--- config.mk ---
export PLATFORM = sky130hd
export DESIGN_NAME = byte_divider
export DESIGN_NICKNAME = d
export VERILOG_FILES = /design/src/rtl/byte_div_pkg.sv /design/src/rtl/div_step.sv /design/src/rtl/byte_divider.sv
export SDC_FILE = /design/constraint.sdc
export NUM_CORES = 1
export LEC_CHECK = 0
export CORE_UTILIZATION = 50
export DETAILED_ROUTE_END_ITERATION = 8
export HOLD_SLACK_MARGIN = 0.06
export PLACE_DENSITY = 0.74
export SLEW_MARGIN = 10
export SYNTH_ARGS = -nofsm -noshare
export SYNTH_HDL_FRONTEND = slang
export SYNTH_SLANG_ARGS = --single-unit
--- constraint.sdc ---
create_clock -name clk_i -period 4.6 [get_ports clk_i]
set_clock_uncertainty 0.15 [all_clocks]
set_input_delay 0.69 -clock clk_i [delete_from_list [all_inputs] [get_ports clk_i]]
set_output_delay 0.69 -clock clk_i [all_outputs]
set_load 0.005 [all_outputs]
--- src/rtl/byte_div_pkg.sv ---
// rtl/byte_div_pkg.sv - shared state type, default width and counter sizing for byte_divider
package byte_div_pkg;

  typedef enum logic [1:0] {IDLE, CALC, FINISH} div_state_e;

  localparam int DIV_WIDTH = 8;

  function automatic int cnt_width(input int width);
    return $clog2(width + 1);
  endfunction

  localparam int DIV_CNT_W = cnt_width(DIV_WIDTH);

endpackage

--- src/rtl/div_step.sv ---
// rtl/div_step.sv - one restoring-division iteration: shift, trial-subtract, select
module div_step
  import byte_div_pkg::*;
#(
  parameter int WIDTH = DIV_WIDTH
) (
  input  logic [WIDTH:0]   rem_i,
  input  logic [WIDTH-1:0] dvd_i,
  input  logic [WIDTH-1:0] dvs_i,
  output logic [WIDTH:0]   rem_o,
  output logic [WIDTH-1:0] dvd_o
);

  logic [WIDTH+1:0] shifted;
  logic [WIDTH+1:0] diff;
  logic             fits;

  assign shifted = {rem_i, dvd_i[WIDTH-1]};
  assign diff    = shifted - {2'b00, dvs_i};
  // The top bit of the difference is the borrow of the trial subtraction.
  assign fits    = ~diff[WIDTH+1];
  assign rem_o   = fits ? diff[WIDTH:0] : shifted[WIDTH:0];
  assign dvd_o   = {dvd_i[WIDTH-2:0], fits};

endmodule

--- src/rtl/byte_divider.sv ---
// rtl/byte_divider.sv - sequential restoring divider, one quotient bit per clock
// BYTE_DIVIDER_SIGNED_EN selects two's-complement operands with sign fix-up in FINISH.
module byte_divider
  import byte_div_pkg::*;
#(
  parameter int WIDTH = DIV_WIDTH
) (
  input  logic             clk_i,
  input  logic             rst_ni,
  input  logic             start_i,
  input  logic [WIDTH-1:0] dividend_i,
  input  logic [WIDTH-1:0] divisor_i,
  output logic [WIDTH-1:0] quotient_o,
  output logic [WIDTH-1:0] remainder_o,
  output logic             busy_o,
  output logic             done_o,
  output logic             div_zero_o
);

  localparam int CNT_W = cnt_width(WIDTH);

  div_state_e       state_q, state_d;
  logic [WIDTH:0]   rem_q, rem_d;
  logic [WIDTH-1:0] dvd_q, dvd_d;
  logic [WIDTH-1:0] dvs_q, dvs_d;
  logic [CNT_W-1:0] cnt_q, cnt_d;
  logic             dz_q, dz_d;
  logic [WIDTH-1:0] quo_q, quo_d;
  logic [WIDTH-1:0] rmd_q, rmd_d;
  logic             dzo_q, dzo_d;
  logic             done_q, done_d;

  logic [WIDTH:0]   step_rem;
  logic [WIDTH-1:0] step_dvd;
  logic [WIDTH-1:0] op_dvd, op_dvs, res_quo, res_rem;

  div_step #(.WIDTH(WIDTH)) u_step (
    .rem_i (rem_q),
    .dvd_i (dvd_q),
    .dvs_i (dvs_q),
    .rem_o (step_rem),
    .dvd_o (step_dvd)
  );

`ifdef BYTE_DIVIDER_SIGNED_EN
  logic sq_q, sq_d, sr_q, sr_d;

  assign op_dvd  = dividend_i[WIDTH-1] ? -dividend_i : dividend_i;
  assign op_dvs  = divisor_i[WIDTH-1]  ? -divisor_i  : divisor_i;
  assign res_quo = sq_q ? -dvd_q : dvd_q;
  assign res_rem = sr_q ? -rem_q[WIDTH-1:0] : rem_q[WIDTH-1:0];

  always_comb begin
    sq_d = sq_q;
    sr_d = sr_q;
    if (state_q == IDLE && start_i) begin
      sq_d = dividend_i[WIDTH-1] ^ divisor_i[WIDTH-1];
      sr_d = dividend_i[WIDTH-1];
    end
  end

  always_ff @(posedge clk_i or negedge rst_ni) begin
    if (!rst_ni) begin
      sq_q <= 1'b0;
      sr_q <= 1'b0;
    end else begin
      sq_q <= sq_d;
      sr_q <= sr_d;
    end
  end
`else
  assign op_dvd  = dividend_i;
  assign op_dvs  = divisor_i;
  assign res_quo = dvd_q;
  assign res_rem = rem_q[WIDTH-1:0];
`endif

  always_comb begin
    state_d = state_q;
    rem_d   = rem_q;
    dvd_d   = dvd_q;
    dvs_d   = dvs_q;
    cnt_d   = cnt_q;
    dz_d    = dz_q;
    quo_d   = quo_q;
    rmd_d   = rmd_q;
    dzo_d   = dzo_q;
    done_d  = 1'b0;
    case (state_q)
      IDLE: begin
        if (start_i) begin
          rem_d = '0;
          cnt_d = '0;
          dvs_d = op_dvs;
          if (divisor_i == '0) begin
            dz_d    = 1'b1;
            dvd_d   = dividend_i;
            state_d = FINISH;
          end else begin
            dz_d    = 1'b0;
            dvd_d   = op_dvd;
            state_d = CALC;
          end
        end
      end
      CALC: begin
        rem_d = step_rem;
        dvd_d = step_dvd;
        cnt_d = cnt_q + CNT_W'(1);
        if (cnt_q == CNT_W'(WIDTH - 1)) state_d = FINISH;
      end
      FINISH: begin
        // A zero divisor lingers one cycle here so its report lands two edges after start.
        if (dz_q && cnt_q == '0) begin
          cnt_d = CNT_W'(1);
        end else begin
          quo_d   = dz_q ? '1 : res_quo;
          rmd_d   = dz_q ? dvd_q : res_rem;
          dzo_d   = dz_q;
          done_d  = 1'b1;
          state_d = IDLE;
        end
      end
      default: state_d = IDLE;
    endcase
  end

  always_ff @(posedge clk_i or negedge rst_ni) begin
    if (!rst_ni) begin
      state_q <= IDLE;
      rem_q   <= '0;
      dvd_q   <= '0;
      dvs_q   <= '0;
      cnt_q   <= '0;
      dz_q    <= 1'b0;
      quo_q   <= '0;
      rmd_q   <= '0;
      dzo_q   <= 1'b0;
      done_q  <= 1'b0;
    end else begin
      state_q <= state_d;
      rem_q   <= rem_d;
      dvd_q   <= dvd_d;
      dvs_q   <= dvs_d;
      cnt_q   <= cnt_d;
      dz_q    <= dz_d;
      quo_q   <= quo_d;
      rmd_q   <= rmd_d;
      dzo_q   <= dzo_d;
      done_q  <= done_d;
    end
  end

  assign quotient_o  = quo_q;
  assign remainder_o = rmd_q;
  assign div_zero_o  = dzo_q;
  assign done_o      = done_q;
  assign busy_o      = (state_q != IDLE);

endmodule
Yosys cells after proc, flatten, opt, wreduce, memory -nomap -nowiden. Cells that the tools add are included.

Output and inout bits: 19. Input port bits: 19. Bits in registers: 50.

Equal/unequal tests: 7. Mux-type cells: 18. Add/sub/neg operators: 2. Bitwise logic cells: 2. Reduce and logical (&&, ||, !) cells: 12.

Operator list (count): $mux 8 (3); $mux 9 (2); $pmux 9 s2 (1); $pmux 8 s2 (1); $pmux 4 s3 (1); $sub 10x8->10 (1); $logic_not 8->1 (1); $mux 2 (4); $mux 4 (2); $ne 2x2->1 const B (4); $pmux 2 s3 (1); $reduce_and 2->1 (3); $reduce_and 3->1 (2); $add 4x1->4 const B (1); $eq 4x3->1 const B (1); $logic_not 4->1 (1); $reduce_bool 2->1 (2); $mux 1 (3); $reduce_bool 3->1 (1); $eq 2x1->1 const B (1); $eq 2x2->1 const B (1); $logic_not 2->1 (1); $not 1->1 (2); $logic_and 1x1->1 (1).

Logic depth before layout (Yosys ltp). Gate-level depths: netlist of the first run.

Depth after elaboration: 4. Gate-level depth with buffers: 9. Depth with buffers taken out: 9.

Modules after synthesis. From an unflattened synthesis of the first run, not the netlist that was laid out.

Cells, all modules: 304. Area total of the unflattened synthesis: 3021.6 um^2.

By module, submodules not included: byte_divider (cells an instance 229, area an instance 2433.6 um^2, times used 1); div_step (cells an instance 75, area an instance 588.1 um^2, times used 1).

Worst setup path after synthesis of the first run. OpenSTA, ideal clock, no wires.

Path type: flip-flop to flip-flop. From: register rem_q[5]. To: register rem_q[7]. Setup slack: 2.199 ns. Stages on the path, launching flop included: 9. Path buffers: 1. Data arrival time: 2.131 ns. Period minus slack after synthesis: 2.401 ns. Cell sequence: dfrtp_1 ha_1 and3_4 and3_4 a2111oi_4 xnor2_2 buf_6 o21ai_1 a31o_2.

Cells in the longest elaborated chain, start to end: 3.

RTL lines: start, declared (line byte_divider.sv:23) `logic [WIDTH:0] rem_q, rem_d;`; start signal, assigned (line byte_divider.sv:142) `rem_q <= rem_d;`; $sub 10x8->10 (line div_step.sv:19) `assign diff = shifted - {2'b00, dvs_i};`; $mux 9 (line div_step.sv:22) `assign rem_o = fits ? diff[WIDTH:0] : shifted[WIDTH:0];`; $pmux 9 s2 (line byte_divider.sv:89) `case (state_q)`.

Every way passes these cells. A chain may end at the register's enable or synchronous reset.

Final worst setup path of the first run.
From: register rem_q[1]. To: register rem_q[6].

Same word-level chain as after synthesis.

==> results of run 1 <==
==> routing by layer <==
metal,track usage (%),share of wire (%)
met3,3.97,3.5
met4,4.94,0.95
met2,31.1,46
met5,0,0
met1,27.9,50
==> layout make-up <==
cell class / count / area, µm²
Sequential cell: 50 / 1250
Multi-Input combinational cell: 198 / 1360
Tap cell: 70 / 87.6
Fill cell: 438 / 1920
Clock buffer: 6 / 72.6
Inverter: 16 / 60.1
Timing Repair Buffer: 39 / 383
Clock inverter: 2 / 37.5
==> critical path, delay by kind of cell, from the launching register on <==
family	cells	cell delay (ns)
simple gates	1	0.06
flops	1	0.43
fa+ha+maj	1	0.39
compound gates	4	0.97
xor+xnor	1	0.59
==> power breakdown <==
part | switching [mW] | total [mW] | internal, mW
sequential | 0.129 | 0.734 | 0.606
clock | 0.145 | 0.308 | 0.162
combinational | 0.538 | 1.05 | 0.516
total | 0.812 | 2.10 | 1.28
==> path summary, 6_finish.rpt <==
kind	start	to	depth (start not counted)
worst max-delay path	rem_q[1]$_DFFE_PN0P_	rem_q[6]$_DFFE_PN0P_	7
worst min-delay path	rst_ni	div_zero_o$_DFFE_PN0P_	1
worst max register to register	rem_q[1]$_DFFE_PN0P_	rem_q[6]$_DFFE_PN0P_	7
worst min register to register	quotient_o[2]$_DFFE_PN0P_	quotient_o[2]$_DFFE_PN0P_	2
max in group asynchronous	rst_ni	rem_q[5]$_DFFE_PN0P_	1
min in group clk_i	quotient_o[2]$_DFFE_PN0P_	quotient_o[2]$_DFFE_PN0P_	2
==> stage by stage <==
stage	hold WS [ns]	util [%]
after global routing	0.303	62.9
after floorplan	0.244	-
after global placement	0.310	60.7
final	0.243	62.9
after CTS	0.337	62.8
after detailed placement	0.315	60.7
==> state kept, by name, indices dropped and copies added, names as in the netlist <==
signal and count:
cnt_q 4, dz_q 1, remainder_o 8, dvs_q 8, quotient_o 8, done_o 1
state_q 2, div_zero_o 1, rem_q 9, dvd_q 8
==> cells by family after synthesis <==
family	after synthesis
simple gates	78
compound gates	68
flops	50
mux	31
buf+inv	28
fa+ha+maj	15
xor+xnor	6
==> cells in the final DEF, fill, tap and decap left out, types with 3 or more instances in the layout <==
master                            instances
sky130_fd_sc_hd__clkbuf_8                 5
sky130_fd_sc_hd__nor2_1                  12
sky130_fd_sc_hd__nand2_1                 48
sky130_fd_sc_hd__nor2b_1                  3
sky130_fd_sc_hd__mux2_2                   9
sky130_fd_sc_hd__a22o_1                   4
sky130_fd_sc_hd__ha_1                    14
sky130_fd_sc_hd__dfrtp_1                 50
sky130_fd_sc_hd__clkdlybuf4s50_1         36
sky130_fd_sc_hd__mux2i_1                 22
sky130_fd_sc_hd__inv_1                   16
sky130_fd_sc_hd__a21o_1                   3
sky130_fd_sc_hd__nand3_1                  5
sky130_fd_sc_hd__a21oi_1                  6
sky130_fd_sc_hd__xnor2_1                  3
sky130_fd_sc_hd__buf_4                    3
sky130_fd_sc_hd__o21ai_0                 34
sky130_fd_sc_hd__o21ai_1                  5
==> run summary, run 1 <==
SETUP PATH
-----------------------------------------------------------------------------------------------------
Crit path launch type                                                                       flip-flop
Required time of the worst setup path                                                         4.65 ns
Critical Path Slowest Stage Cell                                                         sky130_fd_sc_hd__xnor2_2
Critical Path Sink Type                                                                     flip-flop
Cell Chain, Critical Path                                                                ha_1, nand2_1, o21ai_0, a2111oi_4, xnor2_2, o21ai_0, a31o_2
Worst setup path category                                                                  reg -> reg
Worst Path Max Fanout                                                                              13
Slowest stage delay, CP                                                                       0.59 ns
Worst-case register-to-register setup slack                                                   1.91 ns
Worst EP arrival                                                                              2.74 ns
Library cell appearing most often on the critical path                                   sky130_fd_sc_hd__o21ai_0

SYNTHESIS
-----------------------------------------------------------------------------------------------------
Largest family of logic cells by synthesized area                                        compound AO/OA/AOI/OAI gates
Cells after Synth                                                                                 276
Fraction of the mapped netlist area in compound gates                                           16.0%
Top-area cell type share of the netlist area                                                    46.0%
Ys Warns                                                                                            0
Xor and xnor fraction of the mapped netlist area                                                2.21%
Multiplexer share of the synthesized area                                                       11.8%
Fraction of registers with async set/reset                                                       100%
Most repeated cell in the gate-level netlist after synthesis                             sky130_fd_sc_hd__dfrtp_1
Synth Area in Simple Gates                                                                      12.5%
Synth Cell Area                                                                              2720 µm²
Count of flip-flops with a built-in enable after synthesis                                          0
Cell variety after synth                                                                           42
Biggest area contributors in the synthesized netlist                                     sky130_fd_sc_hd__dfrtp_1 (46%), sky130_fd_sc_hd__mux2i_1 (8.1%), sky130_fd_sc_hd__nand2_1 (6.6%), sky130_fd_sc_hd__ha_1 (6.4%), sky130_fd_sc_hd__o21ai_0 (6.3%)
Cell taking the most area after synthesis                                                sky130_fd_sc_hd__dfrtp_1
Number of synthesized register bits                                                                50
Synthesized area divided by synthesized cell count                                           9.86 µm²
Most instantiated flip-flop cell in the synthesis netlist                                sky130_fd_sc_hd__dfrtp_1
Synth cell count leaders                                                                 sky130_fd_sc_hd__dfrtp_1 (50), sky130_fd_sc_hd__nand2_1 (48), sky130_fd_sc_hd__o21ai_0 (34)
Net count after synthesis                                                                         310
Part of the Yosys area used for sequential elements                                             46.0%
Post-synthesis share of cell area spent on full adders, half adders and majority gates          7.18%

DRT
-----------------------------------------------------------------------------------------------------
Vias/cell                                                                                        5.19
Wirelength, routed                                                                            5.07 mm
Overall via count from detail_route                                                              1979
Average detailed-routed wire length per instance                                              13.3 µm
DR DRC count                                                                                        0
Starting DRT DRC Count                                                                             96
Iteration count of the initial detailed-routing pass                                                4
Routed Antenna Nets                                                                                 0

FINISH
-----------------------------------------------------------------------------------------------------
Area delta synth->final                                                                         19.6%
Summed area of non-filler cells in the final layout                                          3250 µm²
Proportion of layout cells with a drive suffix above 1                                          8.36%
Final Instance Count excl. Fillers                                                                381
Ant. Diodes                                                                                         0
Final Net Count                                                                                   344

POWER AND IR DROP
-----------------------------------------------------------------------------------------------------
Power per cell area                                                                        644 nW/µm²
Peak supply drop                                                                           0.000290 V
Leakage dissipation                                                                           1.42 nW
Power, Total                                                                                  2.10 mW

MIN PATH
-----------------------------------------------------------------------------------------------------
Path class of the lowest-slack min-delay path                                             in -> async

RUN STATUS
-----------------------------------------------------------------------------------------------------
Outcome                                                                                  finished, final reports clean

STA
-----------------------------------------------------------------------------------------------------
Fin crit period                                                                               2.69 ns
# setup viols final                                                                                 0
Worst setup slack after layout                                                                1.91 ns
TNS Setup                                                                                        0 ns
Relative slew slack                                                                             45.2%
Maximum clock frequency                                                                       371 MHz
Final worst-path cycle share                                                                    58.5%
Setup repair after global routing missed its margin                                                no
Worst slew pin tran                                                                          0.821 ns
Count of final hold-check violations                                                                0
Pins over their slew limit                                                                          0

FLOORPLANNING
-----------------------------------------------------------------------------------------------------
Initial standard-cell utilization of the core                                                   52.6%
Die height                                                                                    75.8 µm
Die ar.                                                                                      5740 µm²
Placeable core region                                                                        5170 µm²
Die Wd                                                                                        75.8 µm
Cell row count                                                                                     26
# IOs                                                                                              38

PLACED DESIGN
-----------------------------------------------------------------------------------------------------
I/O Buffers                                                                                        37
Post-placement worst setup slack                                                              1.90 ns
Final HPWL DP                                                                                 3.73 mm
Cell count after placement                                                                        373
Post-DP Area                                                                                 3140 µm²
Placer Congestion                                                                               0.771

GRT
-----------------------------------------------------------------------------------------------------
Largest net degree at the start of global routing                                                  51
Via count of the first global-routing pass                                                       1799
Gr ovfl total                                                                                       0
Overall routing resource usage                                                                  19.7%
Global-route wire length before repair                                                        8.47 mm
Number of antenna violations at the first check in global routing                                   0

CLOCK NETWORK
-----------------------------------------------------------------------------------------------------
Number of instances resized during post-cts repair                                                  0
TritonCTS Buffers                                                                                   5
Root buffer cell                                                                         sky130_fd_sc_hd__clkbuf_8
Post-CTS Repair Setup Buffers                                                                       0
Clock tree from TritonCTS                                                                        done
Cts-stage hold buffer count                                                                         0
H-tree levels                                                                                       2
Clock sink total                                                                                   50
Clock latency reported for the late side of the worst-skew pair                               0.30 ns
Clock slew seen by the registers of the worst setup and hold paths                            0.09 ns
Max clock buf depth                                                                                 2

FLOW RUN
-----------------------------------------------------------------------------------------------------
Count of max-cap constraint violations                                                              0

Power figures use the tool's default switching activity.
==> run 2: changes to the inputs <==
- clock period: 4.6 -> 2.5 ns (I/O delays scaled with it)
==> run summary, run 2 (synthesis results as in run 1) <==
GRT
---------------------------------------------------------------------------------
Global-route wire length before repair                                    9.09 mm
Via count of the first global-routing pass                                   1958
Overall routing resource usage                                              21.4%
Number of antenna violations at the first check in global routing               0
Largest net degree at the start of global routing                              35
Gr ovfl total                                                                   0

STA
---------------------------------------------------------------------------------
Final Hold Slack                                                         0.331 ns
Fin crit period                                                           2.53 ns
Worst slew pin tran                                                      0.504 ns
Relative slew slack                                                         66.4%
# setup viols final                                                             2
Pins over their slew limit                                                      0
Count of final hold-check violations                                            0
Worst setup slack after layout                                         -0.0305 ns
Final worst-path cycle share                                                 101%
Setup repair after global routing missed its margin                           yes
Maximum clock frequency                                                   395 MHz

FINISH
---------------------------------------------------------------------------------
Most common library cell in the layout ignoring fill and taps        sky130_fd_sc_hd__dfrtp_1
Largest Register                                                            rem_q
Sequential cell area                                                     1250 µm²
Ant. Diodes                                                                     0
Largest register FFs                                                            9
Area delta synth->final                                                     27.7%
Area occupied by multi-input gates                                       1430 µm²
Most frequent cells in the layout                                    sky130_fd_sc_hd__dfrtp_1 (50), sky130_fd_sc_hd__nand2_1 (48), sky130_fd_sc_hd__clkdlybuf4s50_1 (36)
Summed area of non-filler cells in the final layout                      3470 µm²
Proportion of layout cells with a drive suffix above 1                      16.8%
Final Net Count                                                               367
Final core utilization                                                      67.2%
Filler instances                                                              419

CLOCK NETWORK
---------------------------------------------------------------------------------
Clock slew seen by the registers of the worst setup and hold paths        0.09 ns
Clock tree from TritonCTS                                                    done
Clock sink total                                                               50
H-tree levels                                                                   2
Clock latency reported for the late side of the worst-skew pair           0.30 ns
Max clock buf depth                                                             2
TritonCTS Buffers                                                               5
Root buffer cell                                                     sky130_fd_sc_hd__clkbuf_8

PLACED DESIGN
---------------------------------------------------------------------------------
Final HPWL DP                                                             3.99 mm
Placer Congestion                                                           0.808
I/O Buffers                                                                    37
Post-DP Area                                                             3240 µm²

POWER AND IR DROP
---------------------------------------------------------------------------------
Share of total power in combinational logic                                 57.5%
Peak supply drop                                                       0.000560 V
Sequential power share                                                      31.8%
Power per cell area                                                   1230 nW/µm²
Internal power summed over all cells                                      2.60 mW
Fraction of power spent switching nets                                      39.0%
Net switching power                                                       1.66 mW
Clock share of power                                                        10.8%
Leakage dissipation                                                       1.52 nW

DRT
---------------------------------------------------------------------------------
Average detailed-routed wire length per instance                          14.3 µm
Wirelength, routed                                                        5.75 mm
DR DRC count                                                                    0
Routed Antenna Nets                                                             0
Starting DRT DRC Count                                                         90
Vias/cell                                                                    5.20
Iteration count of the initial detailed-routing pass                            4
Overall via count from detail_route                                          2096

SETUP PATH
---------------------------------------------------------------------------------
Critical Path Slowest Stage Cell                                     sky130_fd_sc_hd__a2111oi_4
Bufs and invs on worst path                                                     1
Worst setup path category                                              reg -> reg
Critical Path Sink Type                                                 flip-flop
Slowest stage delay, CP                                                   0.49 ns
Worst EP arrival                                                          2.62 ns
Required time of the worst setup path                                     2.59 ns
Crit path launch type                                                   flip-flop
Worst-case register-to-register setup slack                              -0.03 ns
Library cell appearing most often on the critical path               sky130_fd_sc_hd__and3_4
Worst Path Max Fanout                                                           7
Cell Chain, Critical Path                                            ha_1, and3_4, and3_4, a2111oi_4, xnor2_4, buf_6, mux2i_1, a22o_1
Kind of cell with the highest combined delay on the critical path    compound AO/OA/AOI/OAI gates

FLOORPLANNING
---------------------------------------------------------------------------------
Placeable core region                                                    5170 µm²
# IOs                                                                          38
Cell row count                                                                 26
Die Wd                                                                    75.8 µm
Die height                                                                75.8 µm
Initial standard-cell utilization of the core                               52.6%
Die ar.                                                                  5740 µm²

MIN PATH
---------------------------------------------------------------------------------
Path class of the lowest-slack min-delay path                          reg -> reg

RUN STATUS
---------------------------------------------------------------------------------
Failing checks                                                       setup timing
Outcome                                                              finished, violations left

FLOW RUN
---------------------------------------------------------------------------------
Count of max-cap constraint violations                                          0

## run 2: cell types whose count changed in the layout (fill, tap and decap cells not counted), sizes merged
cell / delta
clkbuf: -1
bufinv: -1
buf: +22
clkinvlp: +1
dlygate4sd3: +1
## run 2: final timing paths
| path | from | endpoint | cells past startpoint |
|---|---|---|---|
| min reg2reg | quotient_o[2]$_DFFE_PN0P_ | quotient_o[2]$_DFFE_PN0P_ | 2 |
| max | rem_q[6]$_DFFE_PN0P_ | rem_q[0]$_DFFE_PN0P_ | 8 |
| max reg2reg | rem_q[6]$_DFFE_PN0P_ | rem_q[0]$_DFFE_PN0P_ | 8 |
| max in group asynchronous | rst_ni | dvs_q[4]$_DFFE_PN0P_ | 3 |
| min | quotient_o[2]$_DFFE_PN0P_ | quotient_o[2]$_DFFE_PN0P_ | 2 |
| min in group asynchronous | rst_ni | remainder_o[1]$_DFFE_PN0P_ | 2 |
## run 2: area by class of cell
type                            instances  share of cell area, %
Clock inverter                          2                  0.432
Multi-Input combinational cell        198                   41.0
Sequential cell                        50                   36.0
Tap cell                               70                   2.52
Inverter                               16                   1.73
Timing Repair Buffer                   62                   16.3
Clock buffer                            5                   1.98
## run 2: timing repair
action / CTS / global route
hold buffers: 1 / 0
gates resized for setup: 1 / 13
endpoints found under the setup margin: 2 / 9
gates cloned: 0 / 0
pin swaps: 0 / 9
hold endpoints to repair: 21 / 0
setup buffers: 0 / 9
## run 2: stage by stage
step	std cells	power, mW	setup TNS [ns]	worst slack, ns
3_3_place_gp	386	3.38	0	0.0378
3_5_place_dp	386	3.44	-0.0234	-0.0234
4_1_cts	394	3.95	0	0.00240
6_report	403	4.26	-0.0438	-0.0305
5_1_grt	403	4.61	-0.475	-0.0914
2_1_floorplan	276	2.75	0	0.0992
## run 2: worst register-to-register path: cells and delay by family (launching register included)
family | cells | cell delay (ns)
AOI/OAI and AO/OA | 2 | 0.64
adders and majority gates | 1 | 0.31
DFF | 1 | 0.42
buffers and inverters | 1 | 0.17
muxes | 1 | 0.20
and+or+nand+nor | 2 | 0.38
xor gates and xnor gates | 1 | 0.22
## run 2: power by group through the flow
stage,Sequential (mW),Combinational (mW),Clock (mW)
floorplan,1.32,1.43,0
global route,1.39,2.72,0.499
finish,1.35,2.45,0.458
CTS,1.35,2.13,0.472
global placement,1.35,2.03,0
detailed placement,1.36,2.08,0
## run 2: per-layer routing
layer,global-route usage [%],routed length [µm],vias to the layer above
met1,28.7,2700,970
met3,3.84,191,8
li1,-,-,1070
met5,0,0,-
met4,7.00,57,0
met2,35.0,2800,48
